--- src/rtl/fetch_buffer_if.sv ---
// Fetch buffer bus bundle: consumer-side instruction handshake, cache read port and redirect.
// The master modport belongs to the fetch buffer itself.
interface fetch_buffer_if;
  logic        branch_i;
  logic [31:0] branch_addr_i;
  logic        instr_ready_i;
  logic        instr_valid_o;
  logic [31:0] instr_o;
  logic [31:0] instr_pc_o;
  logic        cache_read_o;
  logic [31:0] cache_addr_o;
  logic [31:0] cache_data_i;
  logic        cache_valid_i;

  modport master (
    input  branch_i, branch_addr_i, instr_ready_i, cache_data_i, cache_valid_i,
    output instr_valid_o, instr_o, instr_pc_o, cache_read_o, cache_addr_o
  );

  modport slave (
    output branch_i, branch_addr_i, instr_ready_i, cache_data_i, cache_valid_i,
    input  instr_valid_o, instr_o, instr_pc_o, cache_read_o, cache_addr_o
  );
endinterface

--- src/rtl/fetch_buffer.sv ---
// Instruction fetch buffer: sequential cache reads into a DEPTH-entry {pc, instr} FIFO,
// with branch redirect that drains an in-flight miss at its original address.
module fetch_buffer #(
  parameter int unsigned DEPTH     = 4,
  parameter logic [31:0] BOOT_ADDR = 32'h0000_0000
) (
  input logic            clk,
  input logic            rstn_i,
  fetch_buffer_if.master fb
);
  localparam int unsigned   AW   = $clog2(DEPTH);
  localparam int unsigned   CW   = AW + 1;
  localparam logic [CW-1:0] FULL = CW'(DEPTH);

  typedef struct packed {
    logic [31:0] pc;
    logic [31:0] instr;
  } fb_entry_t;

  typedef enum logic {FETCH, DRAIN} state_e;

  state_e          state_q, state_d;
  logic [31:0]     fetch_pc_q, fetch_pc_d;
  logic [31:0]     drain_addr_q, drain_addr_d;
  logic            pend_q, pend_d;
  logic [CW-1:0]   count_q;
  logic [AW-1:0]   wr_ptr_q, rd_ptr_q;
  fb_entry_t       mem_q [DEPTH];
  fb_entry_t       head;
  logic            rd_req, push, pop, not_empty;
  logic [31:0]     tgt;
  logic            unused_baddr_lo;

  assign tgt             = {fb.branch_addr_i[31:2], 2'b00};
  assign unused_baddr_lo = ^fb.branch_addr_i[1:0];
  assign not_empty       = (count_q != '0);
  assign pop             = not_empty & fb.instr_ready_i & ~fb.branch_i;
  assign head            = mem_q[rd_ptr_q];

  // Next-state / request logic; fetch_pc only advances on a real push.
  always_comb begin
    state_d      = state_q;
    fetch_pc_d   = fetch_pc_q;
    drain_addr_d = drain_addr_q;
    pend_d       = 1'b0;
    rd_req       = 1'b0;
    push         = 1'b0;
    case (state_q)
      FETCH: begin
        rd_req = (count_q < FULL) | pend_q;
        if (fb.branch_i) begin
          fetch_pc_d = tgt;
          if (rd_req & ~fb.cache_valid_i) begin
            state_d      = DRAIN;
            drain_addr_d = fetch_pc_q;
          end
        end else if (rd_req & fb.cache_valid_i) begin
          push       = 1'b1;
          fetch_pc_d = fetch_pc_q + 32'd4;
        end else begin
          pend_d = rd_req;
        end
      end
      DRAIN: begin
        // The cache still owes us the old line; hold it until it returns, then drop it.
        rd_req = 1'b1;
        if (fb.branch_i)      fetch_pc_d = tgt;
        if (fb.cache_valid_i) state_d    = FETCH;
      end
      default: state_d = FETCH;
    endcase
  end

  always_ff @(posedge clk or negedge rstn_i) begin
    if (!rstn_i) begin
      state_q      <= FETCH;
      fetch_pc_q   <= BOOT_ADDR;
      drain_addr_q <= BOOT_ADDR;
      pend_q       <= 1'b0;
      count_q      <= '0;
      wr_ptr_q     <= '0;
      rd_ptr_q     <= '0;
    end else begin
      state_q      <= state_d;
      fetch_pc_q   <= fetch_pc_d;
      drain_addr_q <= drain_addr_d;
      pend_q       <= pend_d;
      if (fb.branch_i) begin
        count_q  <= '0;
        wr_ptr_q <= '0;
        rd_ptr_q <= '0;
      end else begin
        count_q  <= count_q + CW'(push) - CW'(pop);
        wr_ptr_q <= wr_ptr_q + AW'(push);
        rd_ptr_q <= rd_ptr_q + AW'(pop);
      end
    end
  end

  // Storage needs no reset: outputs are masked while the FIFO is empty.
  always_ff @(posedge clk) begin
    if (push) mem_q[wr_ptr_q] <= '{pc: fetch_pc_q, instr: fb.cache_data_i};
  end

  assign fb.cache_read_o  = rstn_i & rd_req;
  assign fb.cache_addr_o  = !rstn_i ? 32'h0 : (state_q == DRAIN) ? drain_addr_q : fetch_pc_q;
  assign fb.instr_valid_o = not_empty;
  assign fb.instr_o       = not_empty ? head.instr : 32'h0;
  assign fb.instr_pc_o    = not_empty ? head.pc    : 32'h0;
endmodule
--- src/flat_wrapper.sv ---
// flat-port wrapper written by rule: the top's interface ports become plain ports
module fetch_buffer_flat 
#(
  parameter int unsigned DEPTH     = 4,
  parameter logic [31:0] BOOT_ADDR = 32'h0000_0000
)
  (clk, rstn_i, fb_branch_i, fb_branch_addr_i, fb_instr_ready_i, fb_cache_data_i, fb_cache_valid_i, fb_instr_valid_o, fb_instr_o, fb_instr_pc_o, fb_cache_read_o, fb_cache_addr_o);
  fetch_buffer_if fb_i ();
  input logic clk;
  input logic rstn_i;
  input wire logic [$bits(fb_i.branch_i)-1:0] fb_branch_i;
  input wire logic [$bits(fb_i.branch_addr_i)-1:0] fb_branch_addr_i;
  input wire logic [$bits(fb_i.instr_ready_i)-1:0] fb_instr_ready_i;
  input wire logic [$bits(fb_i.cache_data_i)-1:0] fb_cache_data_i;
  input wire logic [$bits(fb_i.cache_valid_i)-1:0] fb_cache_valid_i;
  output wire logic [$bits(fb_i.instr_valid_o)-1:0] fb_instr_valid_o;
  output wire logic [$bits(fb_i.instr_o)-1:0] fb_instr_o;
  output wire logic [$bits(fb_i.instr_pc_o)-1:0] fb_instr_pc_o;
  output wire logic [$bits(fb_i.cache_read_o)-1:0] fb_cache_read_o;
  output wire logic [$bits(fb_i.cache_addr_o)-1:0] fb_cache_addr_o;
  assign fb_i.branch_i = fb_branch_i;
  assign fb_i.branch_addr_i = fb_branch_addr_i;
  assign fb_i.instr_ready_i = fb_instr_ready_i;
  assign fb_i.cache_data_i = fb_cache_data_i;
  assign fb_i.cache_valid_i = fb_cache_valid_i;
  assign fb_instr_valid_o = fb_i.instr_valid_o;
  assign fb_instr_o = fb_i.instr_o;
  assign fb_instr_pc_o = fb_i.instr_pc_o;
  assign fb_cache_read_o = fb_i.cache_read_o;
  assign fb_cache_addr_o = fb_i.cache_addr_o;
  fetch_buffer #(.DEPTH(DEPTH), .BOOT_ADDR(BOOT_ADDR)) u_core (.clk(clk), .rstn_i(rstn_i), .fb(fb_i));
endmodule
--- config.mk ---
export PLATFORM = sky130hd
export DESIGN_NAME = fetch_buffer_flat
export DESIGN_NICKNAME = d
export VERILOG_FILES = /design/src/rtl/fetch_buffer_if.sv /design/src/rtl/fetch_buffer.sv /design/src/flat_wrapper.sv
export SDC_FILE = /design/constraint.sdc
export NUM_CORES = 1
export LEC_CHECK = 0
export CAP_MARGIN = 5
export CORE_MARGIN = 2
export CORE_UTILIZATION = 35
export DETAILED_ROUTE_END_ITERATION = 12
export PLACE_DENSITY_LB_ADDON = 0.1
export SETUP_SLACK_MARGIN = 0.2
export SLEW_MARGIN = 20
export SYNTH_ARGS = -nofsm -noshare
export SYNTH_HDL_FRONTEND = slang
export SYNTH_SLANG_ARGS = --single-unit
--- constraint.sdc ---
create_clock -name clk -period 7 [get_ports clk]
set_clock_uncertainty 0.15 [all_clocks]
set_input_delay 1.4 -clock clk [delete_from_list [all_inputs] [get_ports clk]]
set_output_delay 1.4 -clock clk [all_outputs]
set_load 0.005 [all_outputs]
* Yosys cells after proc, flatten, opt, wreduce, memory -nomap -nowiden
Memory sizes are Yosys's and may differ from the RTL's.
Cells that the tools add are included.
** Storage, ports and cells
- Bits in registers :: 73
- RAM bits :: 256
- Output and inout bits :: 98
- Word-level logic and storage cells :: 52
- Memories kept :: 1
** Memory list
- u_core.mem_q :: depth 4, width 64, read ports 1, clocked after Yosys merged registers in 0, wr ports 1, RTL line fetch_buffer.sv:28 : fb_entry_t mem_q [DEPTH];
** Operators by class
- $add $sub $neg :: 5
- Order comparisons :: 1
- Equal/unequal tests :: 2
- Muxes and demuxes :: 24
- Bitwise logic cells :: 9
- Reductions and logical operators :: 3
** Operators by type and width (count)
- 32-bit two-way mux :: 7
- 32-bit one-hot mux with 2 select lines :: 1
- 32-bit by 3-bit adder with 32-bit output (second input constant) :: 1
- 1-bit two-way mux :: 11
- 1-bit bitwise AND :: 5
- 2-bit by 1-bit adder with 2-bit output :: 2
- 2-bit two-way mux :: 2
- 1-bit one-hot mux with 2 select lines :: 2
- 3-bit by 1-bit adder with 3-bit output :: 1
- 3-bit < comparator (second input constant) :: 1
- 3-bit two-way mux :: 1
- 3-bit by 2-bit inequality test with 1-bit output (second input constant) :: 1
- 1-bit NOT :: 3
- 3-bit AND reduction :: 1
- 3-bit nonzero test :: 1
- 3-bit by 1-bit subtractor with 3-bit output :: 1
- 2-bit inequality test (second input constant) :: 1
- 2-bit AND reduction :: 1
- 1-bit OR :: 1

* Depth between registers and ports, before layout
- Depth after elaboration :: 9
- Depth in mapped cells :: 11
- Gate-level depth less buffers :: 11

* Worst setup path before layout
No wires, ideal clock.
- Kind :: input -> register
- From :: input port fb_branch_i
- To :: memory u_core.mem_q[0][0] in the netlist's numbering, enable pin
- Setup time :: 558 ps
- Arrival :: 6026 ps
- Data required time :: 6292 ps
- Slack :: 266 ps
- Stages on the path :: 3
- Buffers on the path :: 0
- Cell sequence :: nor2_1 -> nand3_1 -> nor3_1
** On the way
- Word-level cells in the longest chain between the ends :: 4
** RTL lines
- start, declared :: RTL line flat_wrapper.sv:11 : input wire logic [$bits(fb_i.branch_i)-1:0] fb_branch_i;
- 1-bit two-way mux :: RTL line fetch_buffer.sv:51 : if (fb.branch_i) begin
- 1-bit two-way mux :: RTL line fetch_buffer.sv:48 : case (state_q)
- 1-bit two-way mux :: RTL line fetch_buffer.sv:102 : if (push) mem_q[wr_ptr_q] <= '{pc: fetch_pc_q, instr: fb.cache_data_i};
- 1-bit two-way mux (not written as such) :: RTL line fetch_buffer.sv:102
- end, declared :: RTL line fetch_buffer.sv:28
Every way passes these cells.

* Final worst setup path
- From :: register u_core.rd_ptr_q[0]
- To :: output port fb_instr_pc_o[15]
** On the way
- Word-level cells in the longest chain between the ends :: 2
** RTL lines
- start, declared :: RTL line fetch_buffer.sv:27 : logic [AW-1:0] wr_ptr_q, rd_ptr_q;
- start signal, assigned :: RTL line fetch_buffer.sv:95 : rd_ptr_q <= rd_ptr_q + AW'(pop);
- memory read 4 x 64 bit
- 32-bit two-way mux :: RTL line fetch_buffer.sv:109 : assign fb.instr_pc_o = not_empty ? head.pc : 32'h0;
- end, declared :: RTL line flat_wrapper.sv:18 : output wire logic [$bits(fb_i.instr_pc_o)-1:0] fb_instr_pc_o;
Every way passes these cells.

==> summary.md <==
| Metric | Value |
|---|---|
| Outcome | `finished clean` |
| Post-synth top area cell | `edfxtp_1` |
| Syn Std Cell Area | `roughly 13000 sq um` |
| IO Pins | `about 170` |
| Vias in the first global route | `~7700` |
| TritonRoute pass-1 iters | `5` |
| Largest net degree at the start of global routing | `64` |
| CTS Sinks | `317` |
| DRC | `0` |
| Clk pin slew, worst setup/hold paths | `approximately 50 ps` |
| WP data arrival | `3020 ps` |
| H-Tree Depth | `2` |
| Post-CTS sizing | `0` |
| Synth top area share | `56.3%` |
| Setup_tns | `0 ps` |
| CORE AREA | `between 30000 and 40000 sq um` |
| Post-synth EDFFs | `248` |
| Mean Syn Cell Area | `16.9 sq um` |
| Multi-input gate area | `slightly below 4000 sq um` |
| Slew @ Worst Pin | `between 1000 and 1500 ps` |
| Num CTS Buffers | `37` |
| Gp weighted congestion | `0.791` |
| Peak supply drop | `161 uV` |
| Synth cell types | `between 50 and 60` |
| Initial DRC count | `around 410` |
| Die X | `between 150 and 200 microns` |
| Post-DP Area | `between 15000 and 20000 sq um` |
| Synth Register Bits | `about 320` |
| Slew headroom | `a little under a third` |
| Primary FF master, synth | `edfxtp_1` |
| Syn-to-layout area delta | `25.0%` |
| Hold_buf cts | `0` |
| Nets | `~1000` |
| Hold Crit Class | `flop to flop` |
| IO Port Bufs | `160` |
| Worst setup margin | `2430 ps` |
| CTS Buffer Depth | `3` |
| Antenna Cells | `0` |
| Fillers | `~3400` |
| LEAKAGE | `about 5.5 nW` |
| Finished Cell Area | `between 15000 and 20000 sq um` |
| Initial antenna violation count | `0` |
| Share of cells above drive strength 1 | `about 17%` |
| Final hold slack | `336 ps` |
| Final Hold Viols | `0` |
| Fin crit share | `65.3%` |
| Post CTS Setup Buffer Count | `0` |
| Warnings, synthesis | `0` |
| Fmax | `219 MHz` |
| Min Clock Period, post-route | `between 4000 and 5000 ps` |
| # setup viols final | `0` |
| Post-synth ARST share | `21.8%` |
| Rows | `71` |
| Remaining Overflow, GRT | `0` |
| Die Y | `198 microns` |
| Crit path required time | `approximately 5500 ps` |
| Final Slew Violations | `0` |
| All-Layer GR Usage | `16.0%` |
| Finished Layout Cells | `between 1000 and 1500` |
| Die area | `39400 sq um` |
| Detailed Route WL | `between 30 and 40 mm` |
| Synthesized instance count | `roughly 800` |
| Post-DRT Antenna Nets | `0` |
| First-pass GRT wire length | `about 47 mm` |
| Worst-skew pair later-pin latency | `roughly 520 ps` |
| Area contributors post-synth | `edfxtp_1 56%, dfrtp_1 13%, mux4_2 11%` |
| Root buffer cell | `clkbuf_16` |
| MaxCap Viol Count | `0` |
| Avg Vias per Cell | `4.94` |
| Kind of critical path | `flop to output port` |
| Fin util | `about 44%` |
| RSZ-0062 raised after global routing | `no` |
| Dpl ws | `about 2500 ps` |
| Cells after DPL | `between 1000 and 1500` |
| DP HPWL | `18.6 mm` |
| Startpoint types | `flop` |
| Detailed-route via count | `approximately 7300` |
| Register area share after synthesis | `69.4%` |
| Critical-path maximum fanout | `24` |
| Routed WL per cell | `roughly 21 microns` |
| Initial Utilization | `a little over a third` |
| Pwr Total | `~5.2 mW` |
| PwrDens | `roughly 320 nW/um^2` |
| CP endpoint kind | `output port` |
| CTS tree | `done` |
| Reg area | `~9200 sq um` |
## cells in the mapped netlist (2+ instances only)
master    instances
edfxtp_1        248
nor2b_1          96
dfrtp_1          69
mux4_2           62
nand2_1          34
clkbuf_1         32
mux2i_1          31
mux2_2           28
nor2_1           23
o21ai_0          21
xnor2_1          15
nor3_1           13
inv_1            11
nor4_1            8
buf_2             7
nand3_1           7
a21oi_1           6
and3_1            6
xor2_1            6
ha_1              5
buf_4             4
o21a_1            4
a311oi_1          3
and4_1            3
buf_1             3
nand2b_1          3
nand4_1           3
o32ai_1           3
a221oi_1          2
nand4_2           2
o31a_1            2
or2_2             2
or4_1             2
## layout make-up
cell class	instances	area share, %
tap	511	3.87
inverter	12	0.272
clock inverter	10	0.439
sequential	317	55.5
clock buffer	52	6.32
timing repair buffer	171	10.3
multi-input combinational	412	23.3
## worst max-delay path: stages (launching register included)
cell and delay (ps):
dfrtp_4 720, buf_4 540, mux4_2 550, nor2b_1 150, clkdlybuf4s50_1 530
## logic make-up (layout without fill, tap and decap cells)
| group | count (synthesis) | after routing | share of synthesized area (%) |
|---|---|---|---|
| adders and majority gates | 6 | 6 | 0.624 |
| buffers and inverters | 58 | 245 | 1.83 |
| AOI/OAI and AO/OA | 53 | 53 | 2.72 |
| muxes | 121 | 121 | 15.3 |
| other | 1 | 4 | 0.0284 |
| and+or+nand+nor | 207 | 207 | 8.76 |
| DFF | 317 | 317 | 69.4 |
| xor gates and xnor gates | 21 | 21 | 1.39 |
## layout by cell type (no fill, tap or decap), types with 4 or more instances in the layout
cell type	count
edfxtp_1	248
clkdlybuf4s50_1	158
nor2b_1	96
dfrtp_1	66
mux4_2	62
clkbuf_16	39
nand2_1	34
mux2i_1	31
mux2_2	28
nor2_1	21
o21ai_0	21
xnor2_1	15
inv_1	11
nor3_1	11
clkbuf_1	11
buf_4	10
nor4_1	8
nand3_1	7
clkinv_1	6
xor2_1	6
a21oi_1	6
and3_1	5
ha_1	5
o21a_1	4
conb_1	4
## per-layer routing
layer | track usage, % | share of wire [%] | vias to the layer above | wire (microns)
li1 | - | - | 3340 | -
met1 | 22.6 | 47 | 3784 | 14500
met2 | 25.6 | 47 | 161 | 14500
met3 | 2.76 | 4.0 | 44 | 1220
met4 | 4.37 | 2.0 | 0 | 630
met5 | 0 | 0 | - | 0
## state kept, by name, summed over array words and instances, names as in the netlist
name	flops
u_core.state_q	1
u_core.fetch_pc_q	30
u_core.mem_q	248
u_core.rd_ptr_q	2
u_core.count_q	3
u_core.pend_q	1
u_core.wr_ptr_q	2
u_core.drain_addr_q	30
## where the power goes
| part | switching [mW] | internal, mW | total [mW] |
|---|---|---|---|
| clock network | 0.712 | 1.07 | 1.78 |
| registers | 0.152 | 2.20 | 2.35 |
| logic | 0.466 | 0.627 | 1.09 |
## final timing paths
kind                       cells past startpoint                 endpoint  slack [ps]                     from
max in group asynchronous                      2       u_core.rd_ptr_q[0]        4900                   rstn_i
min reg2reg                                    2  u_core.drain_addr_q[30]         340  u_core.drain_addr_q[30]
max reg2reg                                    5      u_core.mem_q[3][23]        3420           u_core.state_q
max                                            4        fb_instr_pc_o[15]        2430       u_core.rd_ptr_q[0]
min                                            2  u_core.drain_addr_q[30]         340  u_core.drain_addr_q[30]
min in group asynchronous                      1  u_core.drain_addr_q[21]         730                   rstn_i
(Power assumes the default switching activity.)
